===== src/rtl/branch_resolve_unit_pkg.sv =====
// Shared definitions for the EX-stage branch resolve unit: opcode encodings,
// ALU flag bit positions and the squash FSM state encoding.
package branch_resolve_unit_pkg;

  // Opcode encodings, shared with the decoder and ALU control
  localparam logic [4:0] OPC_CMP  = 5'b00101;
  localparam logic [4:0] OPC_BEQ  = 5'b10000;
  localparam logic [4:0] OPC_BGT  = 5'b10001;
  localparam logic [4:0] OPC_B    = 5'b10010;
  localparam logic [4:0] OPC_CALL = 5'b10011;
  localparam logic [4:0] OPC_RET  = 5'b10100;

  localparam int FLAG_GT = 1;
  localparam int FLAG_EQ = 0;

  typedef enum logic {
    IDLE  = 1'b0,
    FLUSH = 1'b1
  } state_t;

endpackage


===== src/rtl/branch_resolve_unit_if.sv =====
// EX-stage control-flow bus: instruction/flag inputs from EX, redirect,
// squash and ra write back out to fetch, the pipeline and the regfile arbiter.
interface branch_resolve_unit_if #(
  parameter int ADDR_W = 32,
  parameter int OPC_W  = 5
);
  logic              stall;
  logic              ex_valid;
  logic [OPC_W-1:0]  ex_opcode;
  logic [ADDR_W-1:0] ex_pc;
  logic [ADDR_W-1:0] ex_target;
  logic [ADDR_W-1:0] ex_ra_val;
  logic [1:0]        alu_flags;
  logic [1:0]        flags_q;
  logic              redirect;
  logic [ADDR_W-1:0] redirect_pc;
  logic              squash;
  logic              ra_we;
  logic [ADDR_W-1:0] ra_wdata;
  logic [15:0]       taken_cnt;

  modport master (
    output stall, ex_valid, ex_opcode, ex_pc, ex_target, ex_ra_val, alu_flags,
    input  flags_q, redirect, redirect_pc, squash, ra_we, ra_wdata, taken_cnt
  );

  modport slave (
    input  stall, ex_valid, ex_opcode, ex_pc, ex_target, ex_ra_val, alu_flags,
    output flags_q, redirect, redirect_pc, squash, ra_we, ra_wdata, taken_cnt
  );
endinterface


===== src/rtl/branch_resolve_unit.sv =====
// Resolves b/beq/bgt/call/ret in EX against the latched cmp flags, issuing a
// registered redirect, a FLUSH_CYCLES-long squash and the call ra write.
module branch_resolve_unit
  import branch_resolve_unit_pkg::*;
#(
  parameter int ADDR_W       = 32,
  parameter int FLUSH_CYCLES = 2,
  parameter int OPC_W        = 5
) (
  input logic                 clk,
  input logic                 rst_n,
  branch_resolve_unit_if.slave bus
);

  state_t            state;
  logic [2:0]        flush_cnt;
  logic              accept;
  logic              is_cmp;
  logic              is_call;
  logic              is_ret;
  logic              taken;
  logic [ADDR_W-1:0] target;

  assign accept = bus.ex_valid && !bus.stall && (state == IDLE);

  // NOTE: every always_comb output gets a default first so no path leaves it
  // unassigned, which would otherwise infer a latch.
  always_comb begin
    is_cmp  = 1'b0;
    is_call = 1'b0;
    is_ret  = 1'b0;
    taken   = 1'b0;
    case (bus.ex_opcode)
      OPC_W'(OPC_CMP):  is_cmp = 1'b1;
      OPC_W'(OPC_BEQ):  taken  = bus.flags_q[FLAG_EQ];
      OPC_W'(OPC_BGT):  taken  = bus.flags_q[FLAG_GT];
      OPC_W'(OPC_B):    taken  = 1'b1;
      OPC_W'(OPC_CALL): begin
        is_call = 1'b1;
        taken   = 1'b1;
      end
      OPC_W'(OPC_RET): begin
        is_ret = 1'b1;
        taken  = 1'b1;
      end
      default: ;
    endcase
  end

  assign target = is_ret ? bus.ex_ra_val : bus.ex_target;

  // NOTE: all state here uses non-blocking assignments so every register
  // samples pre-edge values regardless of statement order.
  always_ff @(posedge clk or negedge rst_n) begin
    if (!rst_n) begin
      state           <= IDLE;
      flush_cnt       <= 3'd0;
      bus.flags_q     <= 2'b00;
      bus.redirect    <= 1'b0;
      bus.redirect_pc <= '0;
      bus.squash      <= 1'b0;
      bus.ra_we       <= 1'b0;
      bus.ra_wdata    <= '0;
      bus.taken_cnt   <= 16'd0;
    end else begin
      // Pulses drop after one cycle even when the pipeline is stalled
      bus.redirect <= 1'b0;
      bus.ra_we    <= 1'b0;
      if (!bus.stall) begin
        case (state)
          IDLE: begin
            if (accept) begin
              if (is_cmp) bus.flags_q <= bus.alu_flags;
              if (taken) begin
                bus.redirect    <= 1'b1;
                bus.redirect_pc <= target;
                bus.squash      <= 1'b1;
                bus.taken_cnt   <= bus.taken_cnt + 16'd1;
                flush_cnt       <= 3'(FLUSH_CYCLES);
                state           <= FLUSH;
                if (is_call) begin
                  bus.ra_we    <= 1'b1;
                  bus.ra_wdata <= bus.ex_pc + ADDR_W'(4);
                end
              end
            end
          end
          FLUSH: begin
            if (flush_cnt == 3'd1) begin
              flush_cnt  <= 3'd0;
              bus.squash <= 1'b0;
              state      <= IDLE;
            end else begin
              flush_cnt <= flush_cnt - 3'd1;
            end
          end
          default: state <= IDLE;
        endcase
      end
    end
  end

endmodule


===== src/flat_wrapper.sv =====
// flat-port wrapper written by rule: the top's interface ports become plain ports
module branch_resolve_unit_flat import branch_resolve_unit_pkg::*;
#(
  parameter int ADDR_W       = 32,
  parameter int FLUSH_CYCLES = 2,
  parameter int OPC_W        = 5
)
  (clk, rst_n, bus_stall, bus_ex_valid, bus_ex_opcode, bus_ex_pc, bus_ex_target, bus_ex_ra_val, bus_alu_flags, bus_flags_q, bus_redirect, bus_redirect_pc, bus_squash, bus_ra_we, bus_ra_wdata, bus_taken_cnt);
  branch_resolve_unit_if #(.ADDR_W(ADDR_W), .OPC_W(OPC_W)) bus_i ();
  input logic clk;
  input logic rst_n;
  input wire logic [$bits(bus_i.stall)-1:0] bus_stall;
  input wire logic [$bits(bus_i.ex_valid)-1:0] bus_ex_valid;
  input wire logic [$bits(bus_i.ex_opcode)-1:0] bus_ex_opcode;
  input wire logic [$bits(bus_i.ex_pc)-1:0] bus_ex_pc;
  input wire logic [$bits(bus_i.ex_target)-1:0] bus_ex_target;
  input wire logic [$bits(bus_i.ex_ra_val)-1:0] bus_ex_ra_val;
  input wire logic [$bits(bus_i.alu_flags)-1:0] bus_alu_flags;
  output wire logic [$bits(bus_i.flags_q)-1:0] bus_flags_q;
  output wire logic [$bits(bus_i.redirect)-1:0] bus_redirect;
  output wire logic [$bits(bus_i.redirect_pc)-1:0] bus_redirect_pc;
  output wire logic [$bits(bus_i.squash)-1:0] bus_squash;
  output wire logic [$bits(bus_i.ra_we)-1:0] bus_ra_we;
  output wire logic [$bits(bus_i.ra_wdata)-1:0] bus_ra_wdata;
  output wire logic [$bits(bus_i.taken_cnt)-1:0] bus_taken_cnt;
  assign bus_i.stall = bus_stall;
  assign bus_i.ex_valid = bus_ex_valid;
  assign bus_i.ex_opcode = bus_ex_opcode;
  assign bus_i.ex_pc = bus_ex_pc;
  assign bus_i.ex_target = bus_ex_target;
  assign bus_i.ex_ra_val = bus_ex_ra_val;
  assign bus_i.alu_flags = bus_alu_flags;
  assign bus_flags_q = bus_i.flags_q;
  assign bus_redirect = bus_i.redirect;
  assign bus_redirect_pc = bus_i.redirect_pc;
  assign bus_squash = bus_i.squash;
  assign bus_ra_we = bus_i.ra_we;
  assign bus_ra_wdata = bus_i.ra_wdata;
  assign bus_taken_cnt = bus_i.taken_cnt;
  branch_resolve_unit #(.ADDR_W(ADDR_W), .FLUSH_CYCLES(FLUSH_CYCLES), .OPC_W(OPC_W)) u_core (.clk(clk), .rst_n(rst_n), .bus(bus_i));
endmodule

===== config.mk =====
export PLATFORM = sky130hd
export DESIGN_NAME = branch_resolve_unit_flat
export DESIGN_NICKNAME = d
export VERILOG_FILES = /design/src/rtl/branch_resolve_unit_pkg.sv /design/src/rtl/branch_resolve_unit_if.sv /design/src/rtl/branch_resolve_unit.sv /design/src/flat_wrapper.sv
export SDC_FILE = /design/constraint.sdc
export NUM_CORES = 1
export LEC_CHECK = 0
export CORE_MARGIN = 2
export CORE_UTILIZATION = 55
export CTS_CLUSTER_DIAMETER = 80
export DETAILED_ROUTE_END_ITERATION = 10
export DONT_BUFFER_PORTS = 1
export PLACE_DENSITY = 0.76
export SYNTH_ARGS = -nofsm -noshare
export SYNTH_HDL_FRONTEND = slang
export SYNTH_SLANG_ARGS = --single-unit

===== constraint.sdc =====
create_clock -name clk -period 2.5 [get_ports clk]
set_clock_uncertainty 0.15 [all_clocks]
set_input_delay 0.75 -clock clk [delete_from_list [all_inputs] [get_ports clk]]
set_output_delay 0.75 -clock clk [all_outputs]
set_load 0.01 [all_outputs]

==> qor.csv, run 1 <==
stage,metric,value,unit
run_status,violations,hold timing,
global_routing,gr-usage-all-layers,23.5,%
cells_and_area,final_nets,555,
clocking,h-tree-depth,3,
hold_path,hold_path_class,in -> async,
drt,drtAntennaViolNets,0,
synthesis,synth_top_family_by_area,simple AND/OR/NAND/NOR gates,
power_and_ir_drop,pwr-share-clk,22.4,%
synthesis,syn-cell-area,4480,sq um
sta,fin_crit_sh,86.7,%
drt,drcViolationCount,0,
cells_and_area,fin_area,4830,sq um
synthesis,yosys_most_used_dff,dfrtp_1,
place,gp_congestion,0.778,
clocking,clk_pin_slew,90,ps
synthesis,syn_nets,564,
clocking,clkLatencyLatePin,350,ps
global_routing,grt_max_degree,90,
drt,vias_per_cell,6.28,
critical_path,path_class,in -> reg,
cells_and_area,final_common_cell,dfrtp_1,
critical_path,start_kind,primary input,
sta,tightest_slew,540,ps
run,maxCapViolations,0,
synthesis,synth_seq_area_share,49.7,%
synthesis,synth_edf_count,0,
sta,rsz0062_at_grt,false,
sta,setup_violations,0,
synthesis,synthXorXnorAreaFrac,5.08,%
power_and_ir_drop,switchingPower,0.00145,W
synthesis,yosys_register_bits,89,
floorplanning,ioPinCount,192,
critical_path,cp_data_required_time,2610,ps
sta,period_minus_slack,2170,ps
clocking,cts_tree,done,
clocking,clock_sinks,89,
clocking,clock_path_buffers,2,
floorplanning,core-area,7810,sq um
floorplanning,die_h,94.3,um
drt,first_iter_violations,104,
critical_path,crit_path_end_kind,flip-flop,
global_routing,grt_pass1_vias,3368,
clocking,cts_resized,0,
sta,tns,0,ps
floorplanning,die_x,94.3,um
clocking,cts_buffers,9,
global_routing,grt_pass1_wl,16.3,mm
sta,relSlewSlack,63.7,%
power_and_ir_drop,max-vdd-ir-drop,0.278,mV
cells_and_area,fill_cells,648,
power_and_ir_drop,power.density,838,nW/um^2
floorplanning,dieArea,8890,sq um
synthesis,ys_types,42,
floorplanning,start_util,57.4,%
cells_and_area,layout_common_cells,"dfrtp_1 (89), a31oi_1 (49), nand2_1 (36)",
synthesis,ys_warn_count,0,
sta,finalHoldViolations,89,
cells_and_area,final_layout_size_suffix_gt1_share,9.80,%
drt,vias,3462,
sta,slew_viol_final,0,
global_routing,antenna_found_initial,0,
place,port_buffers,0,
power_and_ir_drop,p_comb_share,17.9,%
synthesis,synthCells,453,
place,postPlaceCellArea,4650,sq um
power_and_ir_drop,p_leak,1.89,nW
synthesis,synth-compound-area-share,15.7,%
sta,clock.fmax,461,MHz
synthesis,muxShareOfSynthArea,7.90,%
drt,wl_per_cell,18.9,um
critical_path,arrival,2280,ps
run_status,status,"complete, but fails checks",
floorplanning,core.rowCount,32,
drt,dr.pass1.iters,7,
drt,totalWireLength,10.4,mm
synthesis,synthArstFlopShare,100,%
cells_and_area,area_growth,7.73,%
global_routing,grt_overflow_total,0,
cells_and_area,final_core_util,61.8,%
synthesis,synth_area_per_cell,9.89,sq um
power_and_ir_drop,seqPwrFrac,59.7,%
place,dp_hpwl,7.57,mm
sta,whs,-66.9,ps
clocking,cts_root_buf,clkbuf_8,
clocking,cts_setup_buffers,0,
critical_path,crit_fanout,17,
synthesis,yosys.area_share.adder,1.12,%
power_and_ir_drop,p_int,0.00260,W
synthesis,yosys.area_share.simple,16.1,%
cells_and_area,n_antenna_cell,0,
power_and_ir_drop,switching_share,35.9,%
-- cell type report --
cell class | count | area, sq um | share of cell area [%]
clock buffers | 10 | 138 | 2.85
clock inverters | 6 | 43.8 | 0.907
inverters | 12 | 45.0 | 0.933
multi-input cells | 319 | 2100 | 43.5
flip-flops and latches | 89 | 2230 | 46.1
well taps | 102 | 128 | 2.64
repair buffers | 13 | 148 | 3.06
-- worst paths after layout --
check | slack (ps) | cells after the start | endpoint | startpoint
hold reg to reg | 390 | 1 | u_core.bus.taken_cnt[15] | u_core.bus.taken_cnt[15]
hold / removal | -70 | 0 | u_core.bus.taken_cnt[15] | rst_n
setup / recovery | 330 | 6 | u_core.bus.ra_wdata[30] | bus_ex_pc[2]
max in group asynchronous | 2130 | 0 | u_core.bus.ra_wdata[30] | rst_n
setup reg to reg | 480 | 6 | u_core.bus.ra_wdata[15] | u_core.state
min in group clk | 350 | 1 | u_core.bus.ra_wdata[2] | bus_ex_pc[2]
-- per-stage QoR --
| step | hold slack, ps | power [W] | instances | setup slack, ps |
|---|---|---|---|---|
| floorplan | 304 | 0.00291 | 453 | 64.4 |
| global placement | 307 | 0.00311 | 535 | -15.9 |
| detailed placement | 306 | 0.00319 | 535 | -38.3 |
| CTS | -81.1 | 0.00410 | 551 | 336 |
| global route | -110 | 0.00432 | 551 | 221 |
| finish | -66.9 | 0.00405 | 551 | 332 |
-- critical path, cell delays in order --
cell and delay, ps:
ha_4 110, nand2_2 50, or4_1 510, buf_4 210, or4_1 470, a31oi_1 180
-- cell families (layout without fill, tap and decap cells) --
family | Yosys count | count (layout)
mux | 35 | 35
fa+ha+maj | 4 | 4
compound gates | 118 | 118
buf+inv | 45 | 41
xor+xnor | 26 | 26
flops | 89 | 89
simple gates | 136 | 136
-- power groups by stage --
stage          Clock, W  Sequential (W)  Combinational [W]
2_1_floorplan         0         0.00232           0.000595
4_1_cts        0.000934         0.00243           0.000736
5_1_grt         0.00101         0.00247           0.000844
3_5_place_dp          0         0.00245           0.000740
3_3_place_gp          0         0.00243           0.000677
6_report       0.000907         0.00242           0.000725
-- state kept, by name, indices dropped and copies added, names as in the netlist --
name,count
u_core.bus.taken_cnt,16
u_core.bus.redirect,1
u_core.bus.ra_wdata,32
u_core.bus.flags_q,2
u_core.state,1
u_core.flush_cnt,3
u_core.bus.squash,1
u_core.bus.ra_we,1
u_core.bus.redirect_pc,32
-- cells in the mapped netlist, types with 2 or more instances --
cell type | n | area [sq um]
a21oi_1 | 32 | 160
a31oi_1 | 49 | 307
and2_1 | 2 | 12.5
and3_1 | 4 | 25.0
buf_1 | 2 | 7.51
buf_2 | 8 | 40.0
buf_6 | 2 | 22.5
clkbuf_1 | 20 | 75.1
dfrtp_1 | 89 | 2230
ha_1 | 4 | 50.1
inv_1 | 11 | 41.3
mux2_2 | 3 | 33.8
mux2i_1 | 32 | 320
nand2_1 | 37 | 139
nand2b_1 | 2 | 12.5
nand3_1 | 17 | 85.1
nand4_1 | 14 | 87.6
nor2_1 | 22 | 82.6
nor3_1 | 5 | 25.0
nor4_1 | 3 | 18.8
o21ai_0 | 20 | 100
o31ai_1 | 13 | 97.6
or3_1 | 4 | 25.0
or4_1 | 16 | 120
xnor2_1 | 23 | 201
xor2_1 | 3 | 26.3
-- layer usage --
metal / vias to the layer above / GRT usage (%) / share of wire (%)
met5: - / 0 / 0
met4: 0 / 6.64 / 0.93
met3: 9 / 9.39 / 11
met2: 143 / 39.2 / 50
met1: 1652 / 28.2 / 38
li1: 1658 / - / -
Note: power is estimated with default switching activity, not from simulation.
==> run 2, diff against run 1 <==
Settings changed: CTS_BUF_LIST set to sky130_fd_sc_hd__clkbuf_8, PLACE_DENSITY 0.76 to 0.81, REMOVE_ABC_BUFFERS set to 1.
==> run 2 against run 1 <==
Against the previous run:
- die area did not move
- clock-buffer cell count is 1 higher
- setup slack worse by 80 ps
- the run still ends with hold timing left
- core utilization fell by 0.34 points
- maximum frequency fell by 3.5%
==> qor.csv, run 2 (same netlist as run 1, synthesis figures left out) <==
stage,metric,value,unit,change
run_status,status,"complete, but fails checks",,unchanged
run_status,violations,hold timing,,unchanged
critical_path,cpPeakStageDelay,520,ps,was 510 ps
power_and_ir_drop,switchingPower,0.00142,W,was 0.00145 W
floorplanning,core-area,7810,sq um,unchanged
global_routing,antenna_found_initial,1,,was 0
sta,fin_crit_sh,89.9,%,was 86.7%
drt,wl_met1,3.86,mm,was 3.95 mm
power_and_ir_drop,p_leak,1.88,nW,was 1.89 nW
floorplanning,die_x,94.3,um,unchanged
clocking,cts_resized,0,,unchanged
sta,clock.fmax,445,MHz,was 461 MHz
clocking,cts_tree,done,,unchanged
cells_and_area,fin_area,4800,sq um,was 4830 sq um
floorplanning,core.rowCount,32,,unchanged
clocking,cts_root_buf,clkbuf_8,,unchanged
critical_path,cp_num_cells,6,,unchanged
critical_path,cpMostUsedCell,or4_1,,unchanged
global_routing,grt_pass1_vias,3342,,was 3368
power_and_ir_drop,pwr-share-clk,22.2,%,was 22.4%
drt,wl_per_cell,18.6,um,was 18.9 um
critical_path,r2r_start,u_core.state,,unchanged
cells_and_area,final_layout_size_suffix_gt1_share,9.13,%,was 9.80%
sta,setup_violations,0,,unchanged
cells_and_area,instances_no_fill,551,,unchanged
place,port_buffers,0,,unchanged
critical_path,reg2reg_depth,6,,unchanged
sta,period_minus_slack,2250,ps,was 2170 ps
place,dp_hpwl,7.44,mm,was 7.57 mm
sta,relSlewSlack,60.9,%,was 63.7%
drt,first_iter_violations,81,,was 104
clocking,clkLatencyLatePin,340,ps,was 350 ps
critical_path,crit_family,simple AND/OR/NAND/NOR gates,,unchanged
sta,whs,-54.2,ps,was -66.9 ps
sta,finalHoldViolations,89,,unchanged
run,maxCapViolations,0,,unchanged
critical_path,rrSetupSlack,440,ps,was 480 ps
drt,vias,3465,,was 3462
cells_and_area,layout_common_cells,"dfrtp_1 (89), a31oi_1 (49), nand2_1 (37)",,"was dfrtp_1 (89), a31oi_1 (49), nand2_1 (36)"
power_and_ir_drop,seqPwrFrac,60.1,%,was 59.7%
place,postPlaceCellArea,4620,sq um,was 4650 sq um
drt,wl_met2,5.23,mm,was 5.20 mm
critical_path,cp_data_required_time,2600,ps,was 2610 ps
power_and_ir_drop,power.density,837,nW/um^2,was 838 nW/um^2
cells_and_area,final_common_cell,dfrtp_1,,unchanged
critical_path,crit_fanout,15,,was 17
floorplanning,die_h,94.3,um,unchanged
clocking,cts_buffers,9,,unchanged
critical_path,crit_path_end_kind,flip-flop,,unchanged
power_and_ir_drop,switching_share,35.2,%,was 35.9%
place,dp_worst_setup_slack,-115,ps,was -38.3 ps
global_routing,grt_max_degree,90,,unchanged
drt,wl_met3,1.07,mm,was 1.15 mm
place,dp.cells,535,,unchanged
cells_and_area,n_antenna_cell,0,,unchanged
drt,totalWireLength,10.2,mm,was 10.4 mm
critical_path,worst_path_max_delay_cell,or4_1,,unchanged
clocking,clock_sinks,89,,unchanged
drt,drcViolationCount,0,,unchanged
cells_and_area,final_nets,555,,unchanged
global_routing,gr-usage-all-layers,22.9,%,was 23.5%
place,gp_congestion,0.776,,was 0.778
floorplanning,ioPinCount,192,,unchanged
sta,tightest_slew,586,ps,was 540 ps
power_and_ir_drop,p_comb_share,17.7,%,was 17.9%
drt,dr.pass1.iters,6,,was 7
drt,drtAntennaViolNets,0,,unchanged
critical_path,path_buf_inv,1,,unchanged
critical_path,path_class,in -> reg,,unchanged
floorplanning,dieArea,8890,sq um,unchanged
clocking,clk_pin_slew,90,ps,about the same
sta,rsz0062_at_grt,false,,unchanged
global_routing,grt_pass1_wl,16.0,mm,was 16.3 mm
critical_path,reg2reg_to,u_core.bus.ra_wdata[27],,was u_core.bus.ra_wdata[15]
critical_path,path_cells,ha_1 > nand2_1 > or4_1 > buf_4 > or4_1 > a31oi_1,,was ha_4 > nand2_2 > or4_1 > buf_4 > or4_1 > a31oi_1
power_and_ir_drop,max-vdd-ir-drop,0.401,mV,was 0.278 mV
cells_and_area,reg_top3,"u_core.bus.ra_wdata (32), u_core.bus.redirect_pc (32), u_core.bus.taken_cnt (16)",,unchanged
clocking,h-tree-depth,3,,unchanged
critical_path,arrival,2350,ps,was 2280 ps
drt,routed.top_layer,met5,,was met4
clocking,cts_setup_buffers,0,,unchanged
cells_and_area,area_growth,7.15,%,was 7.73%
critical_path,start_kind,primary input,,unchanged
sta,timing.final.ws_setup,252,ps,was 332 ps
clocking,clock_path_buffers,2,,unchanged
sta,slew_viol_final,0,,unchanged
power_and_ir_drop,p_int,0.00260,W,about the same
drt,vias_per_cell,6.29,,was 6.28
floorplanning,start_util,57.4,%,unchanged
cells_and_area,final_core_util,61.5,%,was 61.8%
global_routing,grt_overflow_total,0,,unchanged
hold_path,hold_path_class,in -> async,,unchanged
## run 2: area by class of cell
cell class	instances	area, sq um
multi-input cells	319	2080
inverters	12	45.0
fillers	647	3010
repair buffers	13	135
clock buffers	11	151
clock inverters	5	31.3
flip-flops and latches	89	2230
well taps	102	128
## run 2: worst max-delay path by stage
| stage | start | endpoint | slack (ps) |
|---|---|---|---|
| global route | bus_ex_pc[2] | u_core.bus.ra_wdata[20] | 170 |
| CTS | bus_ex_pc[2] | u_core.bus.ra_wdata[20] | 270 |
| detailed placement | bus_ex_pc[2] | u_core.bus.ra_wdata[20] | -110 |
| floorplan | bus_ex_opcode[3] | u_core.bus.taken_cnt[1] | -3390 |
| finish | bus_ex_pc[2] | u_core.bus.ra_wdata[22] | 250 |
| global placement | bus_ex_pc[2] | u_core.bus.ra_wdata[20] | -60 |
## run 2: stage by stage
stage | total power, W | TNS [ps]
2_1_floorplan | 0.00289 | -154580
3_3_place_gp | 0.00308 | -296
3_5_place_dp | 0.00317 | -695
4_1_cts | 0.00406 | 0
5_1_grt | 0.00428 | 0
6_report | 0.00402 | 0
## run 2: power by group through the flow
stage / clock, W / sequential (W) / combinational (W)
after floorplan: 0 / 0.00232 / 0.000574
after global placement: 0 / 0.00243 / 0.000656
after detailed placement: 0 / 0.00245 / 0.000723
after CTS: 0.000921 / 0.00242 / 0.000717
after global routing: 0.000991 / 0.00247 / 0.000824
final: 0.000892 / 0.00241 / 0.000712
## run 2: layer usage
layer	global-route usage [%]	vias up
met5	0	-
met4	7.13	2
met3	8.59	8
met2	38.8	148
met1	27.1	1655
li1	-	1652
==> run 3, diff against run 2 <==
Settings changed: CORE_MARGIN 2 to 4, CTS_BUF_LIST sky130_fd_sc_hd__clkbuf_8 to unset.
==> run 3 against run 2 <==
Against the previous run:
- the flow still finishes with violations (hold timing)
- clock power increased by 11%
- maximum frequency about the same
- final cell count increased by 0.36%
- via count increased by 1.8%
- die area increased by 8.7%
- global-route usage decreased by 0.80 points
- critical path type unchanged
- largest power group unchanged
- highest routed layer unchanged
==> qor.csv, run 3 (same netlist as run 1, synthesis figures left out) <==
stage,metric,value,unit,change
clocking,h-tree-depth,3,,unchanged
cells_and_area,final_core_util,62.1,%,was 61.5%
sta,finalHoldViolations,89,,unchanged
critical_path,cpMostUsedCell,or4_1,,unchanged
sta,tns,0,ps,unchanged
run_status,status,"complete, but fails checks",,unchanged
hold_path,hold_path_class,in -> async,,unchanged
global_routing,gr-usage-all-layers,22.1,%,was 22.9%
sta,clock.fmax,445,MHz,about the same
place,port_buffers,0,,unchanged
run_status,violations,hold timing,,unchanged
drt,vias,3528,,was 3465
sta,rsz0062_at_grt,false,,unchanged
floorplanning,core-area,7810,sq um,unchanged
critical_path,worst_path_max_delay_cell,or4_1,,unchanged
floorplanning,ioPinCount,192,,unchanged
floorplanning,die_h,98.3,um,was 94.3 um
sta,slew_viol_final,0,,unchanged
critical_path,start_kind,primary input,,unchanged
drt,drtAntennaViolNets,0,,unchanged
drt,first_iter_violations,108,,was 81
drt,wl_per_cell,19.8,um,was 18.6 um
sta,whs,-61.2,ps,was -54.2 ps
floorplanning,start_util,57.4,%,unchanged
critical_path,reg2reg_to,u_core.bus.ra_wdata[21],,was u_core.bus.ra_wdata[27]
floorplanning,die_x,98.3,um,was 94.3 um
critical_path,rrSetupSlack,460,ps,was 440 ps
power_and_ir_drop,power.density,852,nW/um^2,was 837 nW/um^2
critical_path,path_cells,ha_1 > nand2_1 > or4_1 > buf_4 > or4_1 > a31oi_1,,unchanged
global_routing,antenna_found_initial,1,,unchanged
global_routing,grt_pass1_vias,3473,,was 3342
drt,vias_per_cell,6.38,,was 6.29
clocking,clock_path_buffers,2,,unchanged
clocking,cts_resized,0,,unchanged
cells_and_area,n_antenna_cell,0,,unchanged
floorplanning,core.rowCount,32,,unchanged
run,maxCapViolations,0,,unchanged
cells_and_area,final_layout_size_suffix_gt1_share,9.76,%,was 9.13%
power_and_ir_drop,max-vdd-ir-drop,0.316,mV,was 0.401 mV
clocking,clkLatencyLatePin,340,ps,about the same
power_and_ir_drop,p_leak,1.90,nW,was 1.88 nW
cells_and_area,area_growth,8.26,%,was 7.15%
drt,dr.pass1.iters,5,,was 6
global_routing,grt_pass1_wl,17.5,mm,was 16.0 mm
critical_path,reg2reg_depth,6,,unchanged
sta,tightest_slew,489,ps,was 586 ps
cells_and_area,reg_top3,"u_core.bus.ra_wdata (32), u_core.bus.redirect_pc (32), u_core.bus.taken_cnt (16)",,unchanged
clocking,cts_buffers,9,,unchanged
sta,period_minus_slack,2250,ps,about the same
critical_path,r2r_start,u_core.state,,unchanged
cells_and_area,fill_cells,649,,was 647
clocking,cts_setup_buffers,0,,unchanged
critical_path,crit_fanout,17,,was 15
critical_path,crit_path_end_kind,flip-flop,,unchanged
place,dp_hpwl,8.03,mm,was 7.44 mm
critical_path,cpPeakStageDelay,510,ps,was 520 ps
clocking,clock_sinks,89,,unchanged
cells_and_area,final_nets,557,,was 555
floorplanning,dieArea,9660,sq um,was 8890 sq um
critical_path,path_class,in -> reg,,unchanged
cells_and_area,final_common_cell,dfrtp_1,,unchanged
place,gp_congestion,0.818,,was 0.776
sta,relSlewSlack,67.1,%,was 60.9%
global_routing,grt_overflow_total,0,,unchanged
drt,drcViolationCount,0,,unchanged
drt,totalWireLength,10.9,mm,was 10.2 mm
clocking,clk_pin_slew,90,ps,about the same
cells_and_area,layout_common_cells,"dfrtp_1 (89), a31oi_1 (49), nand2_1 (37)",,unchanged
global_routing,grt_max_degree,90,,unchanged
critical_path,cp_data_required_time,2610,ps,was 2600 ps
sta,setup_violations,0,,unchanged
critical_path,arrival,2360,ps,was 2350 ps
sta,fin_crit_sh,89.9,%,about the same
clocking,cts_tree,done,,unchanged
clocking,cts_root_buf,clkbuf_8,,unchanged
run 3: changes by cell type in the layout (fill, tap and decap cells not counted):
| cell | change |
|---|---|
| buf_4 | +1 |
| buf_12 | +1 |
| clkbuf_8 | -1 |
| bufinv_16 | +1 |
| inv_1 | -1 |
| clkinv_4 | +2 |
| clkinvlp_4 | -1 |
run 3: power by group:
group | total [W] | leakage, nW | internal (W) | switching, W
Combinational | 0.000722 | 0.677 | 0.000333 | 0.000389
Sequential | 0.00242 | 1.13 | 0.00187 | 0.000551
Clock | 0.000993 | 0.0985 | 0.000491 | 0.000502
run 3: how the worst max path moves through the flow:
stage                     startpoint                      end  slack, ps  cells past startpoint
finish                  bus_ex_pc[2]  u_core.bus.ra_wdata[20]        250                      6
global route            bus_ex_pc[2]  u_core.bus.ra_wdata[20]        130                      6
CTS                     bus_ex_pc[2]  u_core.bus.ra_wdata[20]        270                      6
detailed placement      bus_ex_pc[2]  u_core.bus.ra_wdata[20]       -110                      6
global placement        bus_ex_pc[2]  u_core.bus.ra_wdata[22]        -70                      6
floorplan           bus_ex_opcode[3]  u_core.bus.taken_cnt[1]      -3390                      4
run 3: through the flow:
stage	setup WS, ps	cells	total power, W	cell area [sq um]	hold WS, ps
finish	254	553	0.00413	4850	-61.2
global route	129	553	0.00440	4850	-92.8
CTS	274	553	0.00417	4850	-76.1
detailed placement	-113	537	0.00319	4650	307
global placement	-72.3	537	0.00310	4650	307
floorplan	-3390	420	0.00289	4330	304
run 3: worst max-delay path, delay by kind of cell:
kind	cells	cell delay, ps
AND/OR/NAND/NOR	3	1080
AO/OA/AOI/OAI	1	180
adder cells (fa/ha/maj)	1	150
buffers and inverters	1	210
run 3: metal layers:
layer | global-route usage, % | part of all wire [%] | routed length, um | vias up
met5 | 0 | 0.11 | 12 | -
met4 | 6.20 | 1.2 | 131 | 2
met3 | 9.86 | 12 | 1330 | 14
met2 | 39.0 | 51 | 5520 | 172
met1 | 24.2 | 36 | 3930 | 1687
li1 | - | - | - | 1653
run 3: final cells by class:
cell class | count | area [sq um] | area share [%]
flip-flops and latches | 89 | 2230 | 45.9
well taps | 102 | 128 | 2.63
repair buffers | 15 | 163 | 3.35
clock inverters | 6 | 67.6 | 1.39
inverters | 12 | 45.0 | 0.928
multi-input cells | 319 | 2080 | 43.0
clock buffers | 10 | 138 | 2.84
